===== src/rtl/altro_readout_rx.sv =====
// altro_readout_rx: captures ALTRO bus words strobed during a transfer window into a
// FIFO and checks the trailer length of each frame.
// Ports: rcu_clk/reset (async, active-high); trsf/dstb/bd_in bus input; rd_en/dout/
// dout_valid/empty/full FIFO read side; word_cnt/frame_done/len_err/overflow/timeout status.
// Optional macro RX_TIMEOUT_EN adds a 256-cycle dstb watchdog and an ABORT state.
module altro_readout_rx #(
  parameter int FIFO_AW = 4
) (
  input  logic        rcu_clk,
  input  logic        reset,
  input  logic        trsf,
  input  logic        dstb,
  input  logic [39:0] bd_in,
  input  logic        rd_en,
  output logic [39:0] dout,
  output logic        dout_valid,
  output logic        empty,
  output logic        full,
  output logic [9:0]  word_cnt,
  output logic        frame_done,
  output logic        len_err,
  output logic        overflow,
  output logic        timeout
);
  typedef enum logic [1:0] {
    IDLE, RECV, CHECK
`ifdef RX_TIMEOUT_EN
    , ABORT
`endif
  } state_t;
  localparam int DEPTH = 1 << FIFO_AW;
  logic [39:0] mem [DEPTH];
  state_t state_q, state_d;
  logic [FIFO_AW:0] wr_ptr_q, wr_ptr_d, rd_ptr_q, rd_ptr_d;
  logic [39:0] dout_q, dout_d;
  logic dout_valid_q, dout_valid_d, empty_q, empty_d, full_q, full_d;
  logic [9:0] word_cnt_q, word_cnt_d, last_len_q, last_len_d;
  logic frame_done_q, frame_done_d, len_err_q, len_err_d, overflow_q, overflow_d;
  logic strb, wr, rd;
`ifdef RX_TIMEOUT_EN
  logic [7:0] wdog_q, wdog_d;
  logic timeout_q, timeout_d;
  assign timeout = timeout_q;
`else
  assign timeout = 1'b0;
`endif
  always_comb begin
    strb = (state_q == RECV) && trsf && dstb;
    // a full FIFO still accepts a word when a read frees a slot in the same cycle
    wr = strb && (!full_q || rd_en);
    rd = rd_en && !empty_q;
    wr_ptr_d = wr_ptr_q + (FIFO_AW+1)'(wr);
    rd_ptr_d = rd_ptr_q + (FIFO_AW+1)'(rd);
    empty_d = wr_ptr_d == rd_ptr_d;
    full_d = (wr_ptr_d ^ rd_ptr_d) == {1'b1, {FIFO_AW{1'b0}}};
    dout_d = rd ? mem[rd_ptr_q[FIFO_AW-1:0]] : dout_q;
    dout_valid_d = rd;
    // only the trailer length field of the last strobed word is ever checked
    last_len_d = strb ? bd_in[25:16] : last_len_q;
    word_cnt_d = strb ? word_cnt_q + 10'(word_cnt_q != 10'h3ff) : word_cnt_q;
    overflow_d = overflow_q || (strb && !wr);
    len_err_d = len_err_q;
    frame_done_d = 1'b0;
    state_d = state_q;
`ifdef RX_TIMEOUT_EN
    wdog_d = wdog_q;
    timeout_d = timeout_q;
`endif
    if (state_q == IDLE && trsf) begin
      state_d = RECV;
      word_cnt_d = '0;
      len_err_d = 1'b0;
      overflow_d = 1'b0;
`ifdef RX_TIMEOUT_EN
      wdog_d = '0;
      timeout_d = 1'b0;
`endif
    end else if (state_q == RECV && !trsf) begin
      state_d = CHECK;
    end else if (state_q == CHECK) begin
      state_d = IDLE;
      frame_done_d = 1'b1;
      len_err_d = (word_cnt_q == '0) || (last_len_q != word_cnt_q - 10'd1);
    end
`ifdef RX_TIMEOUT_EN
    else if (state_q == RECV) begin
      // wdog_q==255 on a strobeless cycle marks the 256th idle cycle
      wdog_d = dstb ? 8'd0 : wdog_q + 8'd1;
      if (!dstb && wdog_q == 8'hff) begin
        timeout_d = 1'b1;
        state_d = ABORT;
      end
    end else if (state_q == ABORT && !trsf) begin
      state_d = IDLE;
    end
`endif
  end
  always_ff @(posedge rcu_clk or posedge reset) begin
    if (reset) begin
      state_q <= IDLE;
      wr_ptr_q <= '0;
      rd_ptr_q <= '0;
      dout_q <= '0;
      dout_valid_q <= 1'b0;
      empty_q <= 1'b1;
      full_q <= 1'b0;
      word_cnt_q <= '0;
      last_len_q <= '0;
      frame_done_q <= 1'b0;
      len_err_q <= 1'b0;
      overflow_q <= 1'b0;
`ifdef RX_TIMEOUT_EN
      wdog_q <= '0;
      timeout_q <= 1'b0;
`endif
    end else begin
      state_q <= state_d;
      wr_ptr_q <= wr_ptr_d;
      rd_ptr_q <= rd_ptr_d;
      dout_q <= dout_d;
      dout_valid_q <= dout_valid_d;
      empty_q <= empty_d;
      full_q <= full_d;
      word_cnt_q <= word_cnt_d;
      last_len_q <= last_len_d;
      frame_done_q <= frame_done_d;
      len_err_q <= len_err_d;
      overflow_q <= overflow_d;
`ifdef RX_TIMEOUT_EN
      wdog_q <= wdog_d;
      timeout_q <= timeout_d;
`endif
    end
  end
  always_ff @(posedge rcu_clk) begin
    if (wr) mem[wr_ptr_q[FIFO_AW-1:0]] <= bd_in;
  end
  assign dout = dout_q;
  assign dout_valid = dout_valid_q;
  assign empty = empty_q;
  assign full = full_q;
  assign word_cnt = word_cnt_q;
  assign frame_done = frame_done_q;
  assign len_err = len_err_q;
  assign overflow = overflow_q;
endmodule

===== config.mk =====
export PLATFORM = sky130hd
export DESIGN_NAME = altro_readout_rx
export DESIGN_NICKNAME = d
export VERILOG_FILES = /design/src/rtl/altro_readout_rx.sv
export SDC_FILE = /design/constraint.sdc
export NUM_CORES = 1
export LEC_CHECK = 0
export CAP_MARGIN = 20
export CORE_MARGIN = 1
export CORE_UTILIZATION = 50
export DETAILED_ROUTE_END_ITERATION = 10
export PLACE_DENSITY_LB_ADDON = 0.1
export SLEW_MARGIN = 15
export SYNTH_ARGS = -nofsm -noshare
export SYNTH_HDL_FRONTEND = slang
export SYNTH_SLANG_ARGS = --single-unit

===== constraint.sdc =====
create_clock -name rcu_clk -period 8.5 [get_ports rcu_clk]
set_clock_uncertainty 0.15 [all_clocks]
set_input_delay 2.125 -clock rcu_clk [delete_from_list [all_inputs] [get_ports rcu_clk]]
set_output_delay 2.125 -clock rcu_clk [all_outputs]
set_load 0.02 [all_outputs]

## Word-level counts from Yosys, hierarchy flattened

Memory sizes are Yosys's and may differ from the RTL's. A register that Yosys moved wholly into a read port is not among the register bits.
Cells that the tools add are included.

- Memories: 1
- Memory bits (writable): 640
- Logic and storage cells: 58
- Input port bits: 45
- Bits in registers: 38

Memory list:

| memory | words | width | read ports | clocked after Yosys merged registers in | write ports | RTL line | text |
|---|---|---|---|---|---|---|---|
| mem | 16 | 40 | 1 | 1 | 1 | 32 | `logic [39:0] mem [DEPTH];` |

- Reductions and logical operators: 20
- Muxes and demuxes: 14
- Add/subtract/negate cells: 4
- Eq/ne operators: 7
- Bitwise gates (word level): 1

Operator list:

| operator | count |
|---|---|
| 10-bit two-way mux | 2 |
| 10-bit by 1-bit adder with 10-bit output | 1 |
| 5-bit by 1-bit adder with 5-bit output | 2 |
| 10-bit zero test | 1 |
| 10-bit inequality test | 1 |
| 10-bit inequality test, second input constant | 1 |
| 10-bit by 1-bit subtractor with 10-bit output, second input constant | 1 |
| 1-bit two-way mux | 9 |
| 1-bit logical AND | 7 |
| 2-bit two-way mux | 3 |
| 5-bit == test | 1 |
| 5-bit == test, second input constant | 1 |
| 5-bit XOR | 1 |
| 1-bit zero test | 4 |
| 2-bit nonzero test | 2 |
| 1-bit logical OR | 3 |
| 3-bit nonzero test | 1 |
| 2-bit by 1-bit == test with 1-bit output, second input constant | 1 |
| 2-bit == test, second input constant | 1 |
| 2-bit zero test | 1 |
| 2-bit inequality test, second input constant | 1 |
| 2-bit AND reduction | 1 |

## Depth between registers and ports, before layout

Gate-level depths: netlist of run 1.

- Depth in word-level cells: 8
- Gate-level depth with buffers: 11
- Mapped depth without buffers: 9

## Worst setup path after synthesis of run 1

OpenSTA, ideal clock, no wires.

- Kind: input to register
- Start point: in trsf
- End point: mem mem[0][0] (enable)
- Data required time: 7,799 ps
- Stages on the path: 5
- Slack: 725 ps
- Arrival: 7,074 ps
- Path buffers: 1
- Cells stage by stage: and4b_1 > clkbuf_1 > nand2b_1 > nor2_1 > nor4b_1

- Cells in the longest elaborated chain, start to end: 5

RTL lines:

| element | RTL line | text |
|---|---|---|
| from (decl) | 11 | `input logic trsf,` |
| 1-bit logical AND (2 in a row) | 48 | `strb = (state_q == RECV) && trsf && dstb;` |
| 1-bit logical AND | 50 | `wr = strb && (!full_q \|\| rd_en);` |
| 1-bit two-way mux | 136 | `if (wr) mem[wr_ptr_q[FIFO_AW-1:0]] <= bd_in;` |
| 1-bit two-way mux (implied by the code) | 136 |  |
| to (decl) | 32 |  |

Every way passes these cells.

## Final worst setup path of run 1

- Start point: in trsf
- End point: mem mem[11][6] (enable)

Same word-level chain as after synthesis.

==> impl_metrics.yaml, run 1 <==
final_layout:
  nFillCells: 3934
  area_growth_pct: 15.0
  multiInputGateArea_sq_mm: 0.00617
  num_antenna_cells: 0
  drive_gt1_share_pct: 27.9
  seq_area_sq_mm: 0.0212
  fin_nets: 1404
yosys:
  yosys.area.top_type: "edfxtp_1"
  synth_area_leaders: "edfxtp_1, mux4_2, dfrtp_1, mux2_2, clkbuf_1"
  netlist.area_leader.share_pct: 69.7
  synth_fp_nets: 1262
  async_flop_share_pct: 10.9
  ys.flop_type: "edfxtp_1"
  synthDistinctLibCells: 46
  ys_seq_area_share_pct: 76.7
  synth_most_common_cell: "edfxtp_1"
  postSynthAreaPerCell_sq_um: 22.8
  ys_warn_count: 0
  synthCells: 1208
  synth_seq_cells: 718
  synth_edf_count: 640
  synth_area_sq_mm: 0.0276
  ys_top_cells_by_count: "edfxtp_1, mux4_2, dfrtp_1, clkbuf_1, mux2_2"
grt:
  grt_max_degree: 89
  grt_pass1_vias: 13100
  gr-total-overflow: 0
  grt_first_pass_wirelength_um: 86500
  antenna_found_initial: 0
  grt_use_total_pct: 21.2
cts:
  cts_tree: "done"
  cts_hold_buf: 0
  cts_buffers: 73
  path_clk_slew_ns: 0.05
  clockBufferDepth: 3
  cts_setup_buffers: 0
  clockRootBuffer: "clkbuf_16"
  h-tree-depth: 3
  cts.sinks: 718
  cts_resized: 0
  clkLatencyLatePin_ns: 0.60
power_and_ir_drop:
  power_uw: 9880
  ir_drop_uv: 208
  leakagePower_uw: 0.0103
  power_density_mw_per_mm2: 311
worst_setup_path:
  critPathLaunchType: "primary input"
  r2r-end: "dout[9]$_DFFE_PP0P_"
  cp_max_fo: 30
  critPathMaxStageDelay_ns: 0.67
  worst_setup_path_end_kind: "flip-flop"
  arrival_ns: 5.17
  crit_slowest_cell: "and4b_1"
  critical_path_class: "primary input to flip-flop"
  timing.rr.start: "rd_ptr_q[1]$_DFF_PP0_"
  startpoint: "trsf"
  r2r_slack_ns: 4.87
  reg2reg_depth: 4
  worstPathCellList: "clkdlybuf4s50_1 > and4b_1 > nand2b_1 > inv_1 > nand3_1 > nor2_4 > buf_4"
  critPathRequiredTime_ns: 8.58
route:
  drt_iter0_drc: 979
  drtPass1Iterations: 7
  wl_um: 56900
  antenna_left: 0
  via_per_inst: 5.93
  wl_per_cell_um: 27.0
  drc: 0
  vias: 12500
timing:
  drv_slew: 0
  rsz0062_at_grt: "false"
  setup_slack_ns: 3.41
  finalCritPeriodShare_pct: 59.8
  hold_violations: 0
  worst_pin_slew_ns: 1.09
  max_freq_mhz: 197
  post-route-min-period_ns: 5.09
  final.setup.tns_ns: 0
  relSlewSlack_pct: 27.2
  hold_ws_ns: 0.352
  setup_viol: 0
die:
  die_w_um: 237
  core_area_sq_mm: 0.0541
  io_pins: 102
  die_area_sq_mm: 0.0561
  rows: 85
  die_height_um: 237
  initial_utilization_pct: 51.0
placement:
  dp_hpwl_um: 31600
  post-place-ws_ns: 2.75
  place_congestion: 0.788
  port_buffers: 100
run:
  maxCapViolations: 0
min_path:
  hold_depth: 1
  min-delay-start: "dout[18]$_DFFE_PP0P_"
  hold_class: "flip-flop to flip-flop"
  min_to: "dout[18]$_DFFE_PP0P_"
status:
  run_status: "finished, final reports clean"
[layer usage]
layer / global-route usage, % / wire length [um] / vias up
li1: - / - / 5336
met1: 30.1 / 24800 / 6763
met2: 34.8 / 28600 / 309
met3: 3.64 / 2490 / 81
met4: 5.14 / 967 / 0
met5: 0 / 0 / -
[worst max-delay path by stage]
| stage | to | slack (ns) | cells after the start |
|---|---|---|---|
| final | mem[11][6]$_DFFE_PP_ | 3.41 | 7 |
| after global routing | mem[11][6]$_DFFE_PP_ | 3.22 | 7 |
| after CTS | mem[11][6]$_DFFE_PP_ | 3.39 | 7 |
| after detailed placement | mem[11][10]$_DFFE_PP_ | 2.75 | 7 |
| after global placement | mem[11][16]$_DFFE_PP_ | 2.78 | 7 |
| after floorplan | mem[0][0]$_DFFE_PP_ | 0.73 | 5 |
[cell type report]
type | instances | area share, %
Sequential cell | 718 | 66.8
Multi-Input combinational cell | 418 | 19.4
Clock buffer | 100 | 6.27
Timing Repair Buffer | 129 | 3.92
Tap cell | 696 | 2.74
Clock inverter | 34 | 0.733
Inverter | 10 | 0.126
[worst max-delay path, delay by kind of cell]
| kind | cells | cell delay (ns) |
|---|---|---|
| AND/OR/NAND/NOR | 4 | 1.75 |
| buffers and inverters | 3 | 1.23 |
[stage by stage]
stage / util, % / cell area [sq um] / cells
2_1_floorplan: - / 27600 / 1208
4_1_cts: 58.6 / 31700 / 2104
5_1_grt: 58.6 / 31700 / 2105
3_5_place_dp: 54.5 / 29500 / 1970
3_3_place_gp: 54.5 / 29500 / 1970
6_report: 58.6 / 31700 / 2105
[registers in the layout, indices dropped and copies added (netlist names)]
| name | count |
|---|---|
| frame_done | 1 |
| len_err | 1 |
| empty | 1 |
| rd_ptr_q | 5 |
| dout_valid | 1 |
| overflow | 1 |
| state_q | 2 |
| wr_ptr_q | 5 |
| mem | 640 |
| word_cnt | 10 |
| last_len_q | 10 |
| dout | 40 |
| full | 1 |
[cell families (layout without fill, tap and decap cells)]
kind of cell | Yosys count | in the layout | synth area share [%]
xor gates and xnor gates | 25 | 25 | 0.794
AOI/OAI and AO/OA | 23 | 23 | 0.571
other | 1 | 1 | 0.0136
adders and majority gates | 9 | 9 | 0.408
buffers and inverters | 72 | 273 | 1.32
muxes | 240 | 240 | 18.0
and+or+nand+nor | 120 | 120 | 2.19
DFF | 718 | 718 | 76.7
[power breakdown]
part | internal (uW) | switching (uW)
Combinational | 1400 | 1120
Clock | 1680 | 1300
Sequential | 4060 | 317
Total | 7140 | 2740
[cell usage in the layout, fill, tap and decap left out, types with 4 or more instances in the layout]
master           count
clkinv_1            13
nor2_1              16
nand3_1              9
clkinv_2            10
nor4_2               4
o21ai_0              5
inv_6                5
clkdlybuf4s50_1    100
mux2_2              40
buf_4               27
nand4_1              4
nor3_1               6
dfrtp_1             73
mux4_2             200
clkbuf_1            21
xor2_1              16
edfxtp_1           640
ha_1                 9
nand2_1             38
nor2b_1              4
a21oi_1              6
nand2b_1             4
nor2_4               9
inv_1                9
xnor2_1              9
clkbuf_16           73
clkbuf_8             6
Power figures use the tool's default switching activity.
==> inputs of run 2 (changes only) <==
==> constraint.sdc (replaced) <==
create_clock -name rcu_clk -period 4.1 [get_ports rcu_clk]
set_clock_uncertainty 0.15 [all_clocks]
set_input_delay 1.025 -clock rcu_clk [delete_from_list [all_inputs] [get_ports rcu_clk]]
set_output_delay 1.025 -clock rcu_clk [all_outputs]
set_load 0.02 [all_outputs]
==> impl_metrics.yaml, run 2 (synthesized netlist as in run 1, its figures left out) <==
power_and_ir_drop:
  switching_power_uw: 5610
  p_seq_share_pct: 43.5
  leakagePower_uw: 0.0105
  p_int_uw: 15100
  power_density_mw_per_mm2: 646
  power_uw: 20800
  ir_drop_uv: 403
  p_clk_share_pct: 31.1
  p_sw_share_pct: 27.0
  pwr-share-comb_pct: 25.4
timing:
  max_freq_mhz: 318
  drv_slew: 0
  setup_slack_ns: 0.956
  relSlewSlack_pct: 29.4
  post-route-min-period_ns: 3.14
  setup_viol: 0
  final.setup.tns_ns: 0
  rsz0062_at_grt: "false"
  worst_pin_slew_ns: 1.06
  hold_violations: 0
  finalCritPeriodShare_pct: 76.7
cts:
  cts_tree: "done"
  cts_resized: 0
  clkLatencyLatePin_ns: 0.60
  clockRootBuffer: "clkbuf_16"
  path_clk_slew_ns: 0.06
  cts_setup_buffers: 0
  cts.sinks: 718
  cts_buffers: 73
  clockBufferDepth: 3
  h-tree-depth: 3
  cts_hold_buf: 0
run:
  maxCapViolations: 0
route:
  antenna_left: 0
  via_per_inst: 5.82
  drt_iter0_drc: 1023
  vias: 12300
  drc: 0
  drtPass1Iterations: 5
  wl_um: 55500
  wl_per_cell_um: 26.2
worst_setup_path:
  timing.rr.start: "rd_ptr_q[1]$_DFF_PP0_"
  critPathRequiredTime_ns: 4.19
  reg2reg_depth: 4
  r2r_slack_ns: 1.30
  r2r-end: "dout[35]$_DFFE_PP0P_"
  cp_max_fo: 24
  critPathLaunchType: "primary input"
  critical_path_class: "primary input to flip-flop"
  arrival_ns: 3.23
  worst_setup_path_end_kind: "flip-flop"
grt:
  grt_pass1_vias: 13100
  grt_use_total_pct: 20.6
  antenna_found_initial: 1
  gr-total-overflow: 0
  grt_max_degree: 77
  grt_first_pass_wirelength_um: 84500
final_layout:
  instances_no_fill: 2119
  multiInputGateArea_sq_mm: 0.00622
  seq_area_sq_mm: 0.0212
  area_growth_pct: 16.5
  num_antenna_cells: 0
  largest_reg_flops: 640
  layout_common_cells: "edfxtp_1, mux4_2, clkdlybuf4s50_1"
  nFillCells: 3827
  fin_nets: 1419
  drive_gt1_share_pct: 29.2
  layout.cells.most_common: "edfxtp_1"
  final_cell_area_sq_mm: 0.0321
placement:
  placed_area_sq_mm: 0.0298
  port_buffers: 100
  place_congestion: 0.759
  place_inst: 1986
  dp_hpwl_um: 31600
  post-place-ws_ns: 0.356
die:
  die_height_um: 237
  initial_utilization_pct: 51.0
  die_area_sq_mm: 0.0561
  io_pins: 102
  core_area_sq_mm: 0.0541
  rows: 85
  die_w_um: 237
min_path:
  hold_class: "flip-flop to flip-flop"
  min-delay-start: "last_len_q[4]$_DFFE_PP0P_"
  min_to: "last_len_q[4]$_DFFE_PP0P_"
  hold_depth: 2
status:
  run_status: "finished, final reports clean"
==> run 2: cell count changes in the layout (fill, tap and decap cells not counted), moves of 4 or more <==
cell | before | now
buf_4 | 27 | 32
clkbuf_16 | 73 | 77
clkbuf_1 | 21 | 16
buf_12 | 2 | 12
==> run 2: critical path: stages <==
cell and delay (ns):
clkdlybuf4s50_1 0.52, and4b_1 0.27, nand2b_1 0.12, buf_4 0.19, nor2_1 0.15, nand2_1 0.27
nor3_4 0.23, buf_4 0.44
==> run 2: worst max path at each step <==
stage / start / depth (start not counted) / endpoint / slack, ns
2_1_floorplan: trsf / 5 / mem[0][0]$_DFFE_PP_ / -0.59
3_3_place_gp: trsf / 8 / mem[1][7]$_DFFE_PP_ / 0.41
3_5_place_dp: trsf / 8 / mem[1][8]$_DFFE_PP_ / 0.36
4_1_cts: word_cnt[2]$_DFFE_PP0P_ / 1 / word_cnt[2] / 0.95
5_1_grt: trsf / 8 / mem[1][5]$_DFFE_PP_ / 0.82
6_report: trsf / 8 / mem[1][5]$_DFFE_PP_ / 0.96
==> run 2: layer usage <==
layer	track usage, %	routed length [um]	vias up
met5	0	13	-
met4	4.76	860	2
met3	3.47	2310	76
met2	33.6	27900	264
met1	29.3	24400	6623
li1	-	-	5376
==> run 2: cell type report <==
type / count / area share [%]
Clock inverter: 31 / 0.732
Clock buffer: 102 / 6.57
Inverter: 10 / 0.125
Sequential cell: 718 / 65.9
Multi-Input combinational cell: 418 / 19.4
Tap cell: 696 / 2.71
Timing Repair Buffer: 144 / 4.61
==> run 2: power groups by stage <==
stage | clock, uW | combinational (uW) | sequential [uW]
after floorplan | 0 | 3820 | 9030
final | 6460 | 5270 | 9030
after detailed placement | 0 | 5390 | 9200
after CTS | 6590 | 5410 | 9060
after global placement | 0 | 5370 | 9180
after global routing | 6880 | 5650 | 9110
==> run 2: through the flow <==
step                      hold WS, ns  utilization (%)
after floorplan                 0.315                -
after global placement          0.332             55.0
after detailed placement        0.336             55.0
after CTS                       0.355             59.4
after global routing            0.372             59.4
final                           0.352             59.4
==> RTL edit: new RTL, flow settings as in run 2 <==
The 3 states of `state_t` get a one-hot encoding in 3 bits.
--- a/src/rtl/altro_readout_rx.sv
+++ b/src/rtl/altro_readout_rx.sv
@@ -22,8 +22,8 @@
   output logic        overflow,
   output logic        timeout
 );
-  typedef enum logic [1:0] {
-    IDLE, RECV, CHECK
+  typedef enum logic [2:0] {
+    IDLE = 3'b001, RECV = 3'b010, CHECK = 3'b100
 `ifdef RX_TIMEOUT_EN
     , ABORT
 `endif
Behaviour: same outputs for any inputs over 4 cycles, from zero or initial values and one cycle with reset high; so few cycles prove little.
==> RTL edit against run 2 <==
- design area grew 0.71%
- sequential share of layout area shrank 0.39 points
- largest power group unchanged
- sequential cell count grew 1
- worst setup slack lost 0.025 ns
- routed wire length grew 2.1%
- area after synthesis is essentially flat
- cell count shrank 0.61%
- largest cell class unchanged
- total power shrank 2.8%
==> RTL edit: results (changes against run 2) <==
Avg WL per Cell 26.9 um (+2.7%); Top delay family on crit path buffers and inverters; WHS 0.358 ns (+0.00577 ns); post-synthesis sequential area ratio 0.768 (about the same); 1st-iter DRT viols 1,025 (+0.20%); clk root buf clkbuf_16; min-delay src dout[13]; share of cells above drive strength 1 0.313 (+0.0214); critical path arrival 1.99 ns (-1.24 ns); Crit Path Max Fanout 13 (-46%); Crit path largest cell delay 0.71 ns (+0.19 ns); FF-to-FF Start rd_ptr_q[1]; CTS H-Tree Depth 3 (unchanged); hold depth 1 (-1); status completed; Clk Latency, worst-skew pair 0.61 ns; largest net degree at the start of global routing 61 (-21%); placed cells 1,971 (-0.76%); Async S/R FF share, synth 0.110 (+0.00124); synth unique cells 47 (+2.2%); hold worst-path end dout[13]; Placement Cell Area 29,900 sq um (+0.49%); Final nets 1,404 (-1.1%); CTS buffer count 73 (unchanged); first-pass GRT wire length 85,900 um (+1.6%); Syn Nets 1,236 (-2.1%); vias per std cell 5.88 (+0.95%); Lkg Pwr 10.6 nW (+0.99%); P_int 0.0149 W (-1.4%); Total Routing Usage GR 0.210 (+0.00458); GP Congestion 0.780 (+2.8%); Reg2Reg Capture Point dout[21]; Final Non-Filler Cells 2,106 (-0.61%); crit share post-route 0.773 (+0.00603); peak supply drop 0.442 mV (+9.7%); cts repair resizes 0 (unchanged); initial antenna violation count 1 (unchanged); worst slack, placed 0.435 ns (+0.0794 ns); Largest register FFs 640 (unchanged); Clock Path Buffers 3 (unchanged); r2r setup slk 1.31 ns; Avg Synthesized Cell Area 23.4 sq um (+2.2%); vias in the first global route 13,300 (+1.4%); Hold Crit Class flip-flop to flip-flop; DPL Wire Length 32,600 um (+3.1%); ranking of synthesized cells by area edfxtp_1 70%, mux4_2 16%, dfrtp_1 7.0%; top post-synthesis cells by count 640 x edfxtp_1, 200 x mux4_2, 77 x dfrtp_1, 50 x mux2_2, 38 x clkbuf_1; Slew headroom 0.425 (+0.131)
RTL edit: area by class of cell:
cell class | instances | area (sq um)
antenna | 1 | 2.50
tap | 696 | 871
inverter | 7 | 28.8
clock inverter | 41 | 410
clock buffer | 93 | 2020
fill | 3824 | 21800
timing repair buffer | 152 | 1630
multi-input combinational | 397 | 6200
sequential | 719 | 21200
RTL edit: layer usage:
layer	wire length (um)	part of all wire	track usage
met3	2610	0.046	0.0314
met2	28600	0.50	0.342
met4	1150	0.020	0.0651
met5	0	0	0
met1	24300	0.43	0.297
RTL edit: power by group through the flow:
stage	clock, W	sequential, W	combinational, W
2_1_floorplan	0	0.00875	0.00345
3_3_place_gp	0	0.00881	0.00498
3_5_place_dp	0	0.00883	0.00497
4_1_cts	0.00683	0.00868	0.00499
5_1_grt	0.00710	0.00870	0.00517
6_report	0.00668	0.00865	0.00484
RTL edit: logic make-up (layout without fill, tap and decap cells):
group,after synthesis,after routing,synth area share
other cells,1,2,0.000136
flops,719,719,0.768
buf+inv,66,293,0.0124
simple gates,83,83,0.0162
mux,251,251,0.184
fa+ha+maj,9,9,0.00408
xor+xnor,30,30,0.00952
compound gates,23,23,0.00571
RTL edit: worst max path at each step:
stage	from	to	cells after the start
after floorplan	trsf	mem[4][0]	4
after global placement	trsf	full	10
after detailed placement	trsf	mem[15][1]	7
after CTS	word_cnt[2]	word_cnt[2]	1
after global routing	trsf	empty	10
final	word_cnt[2]	word_cnt[2]	1
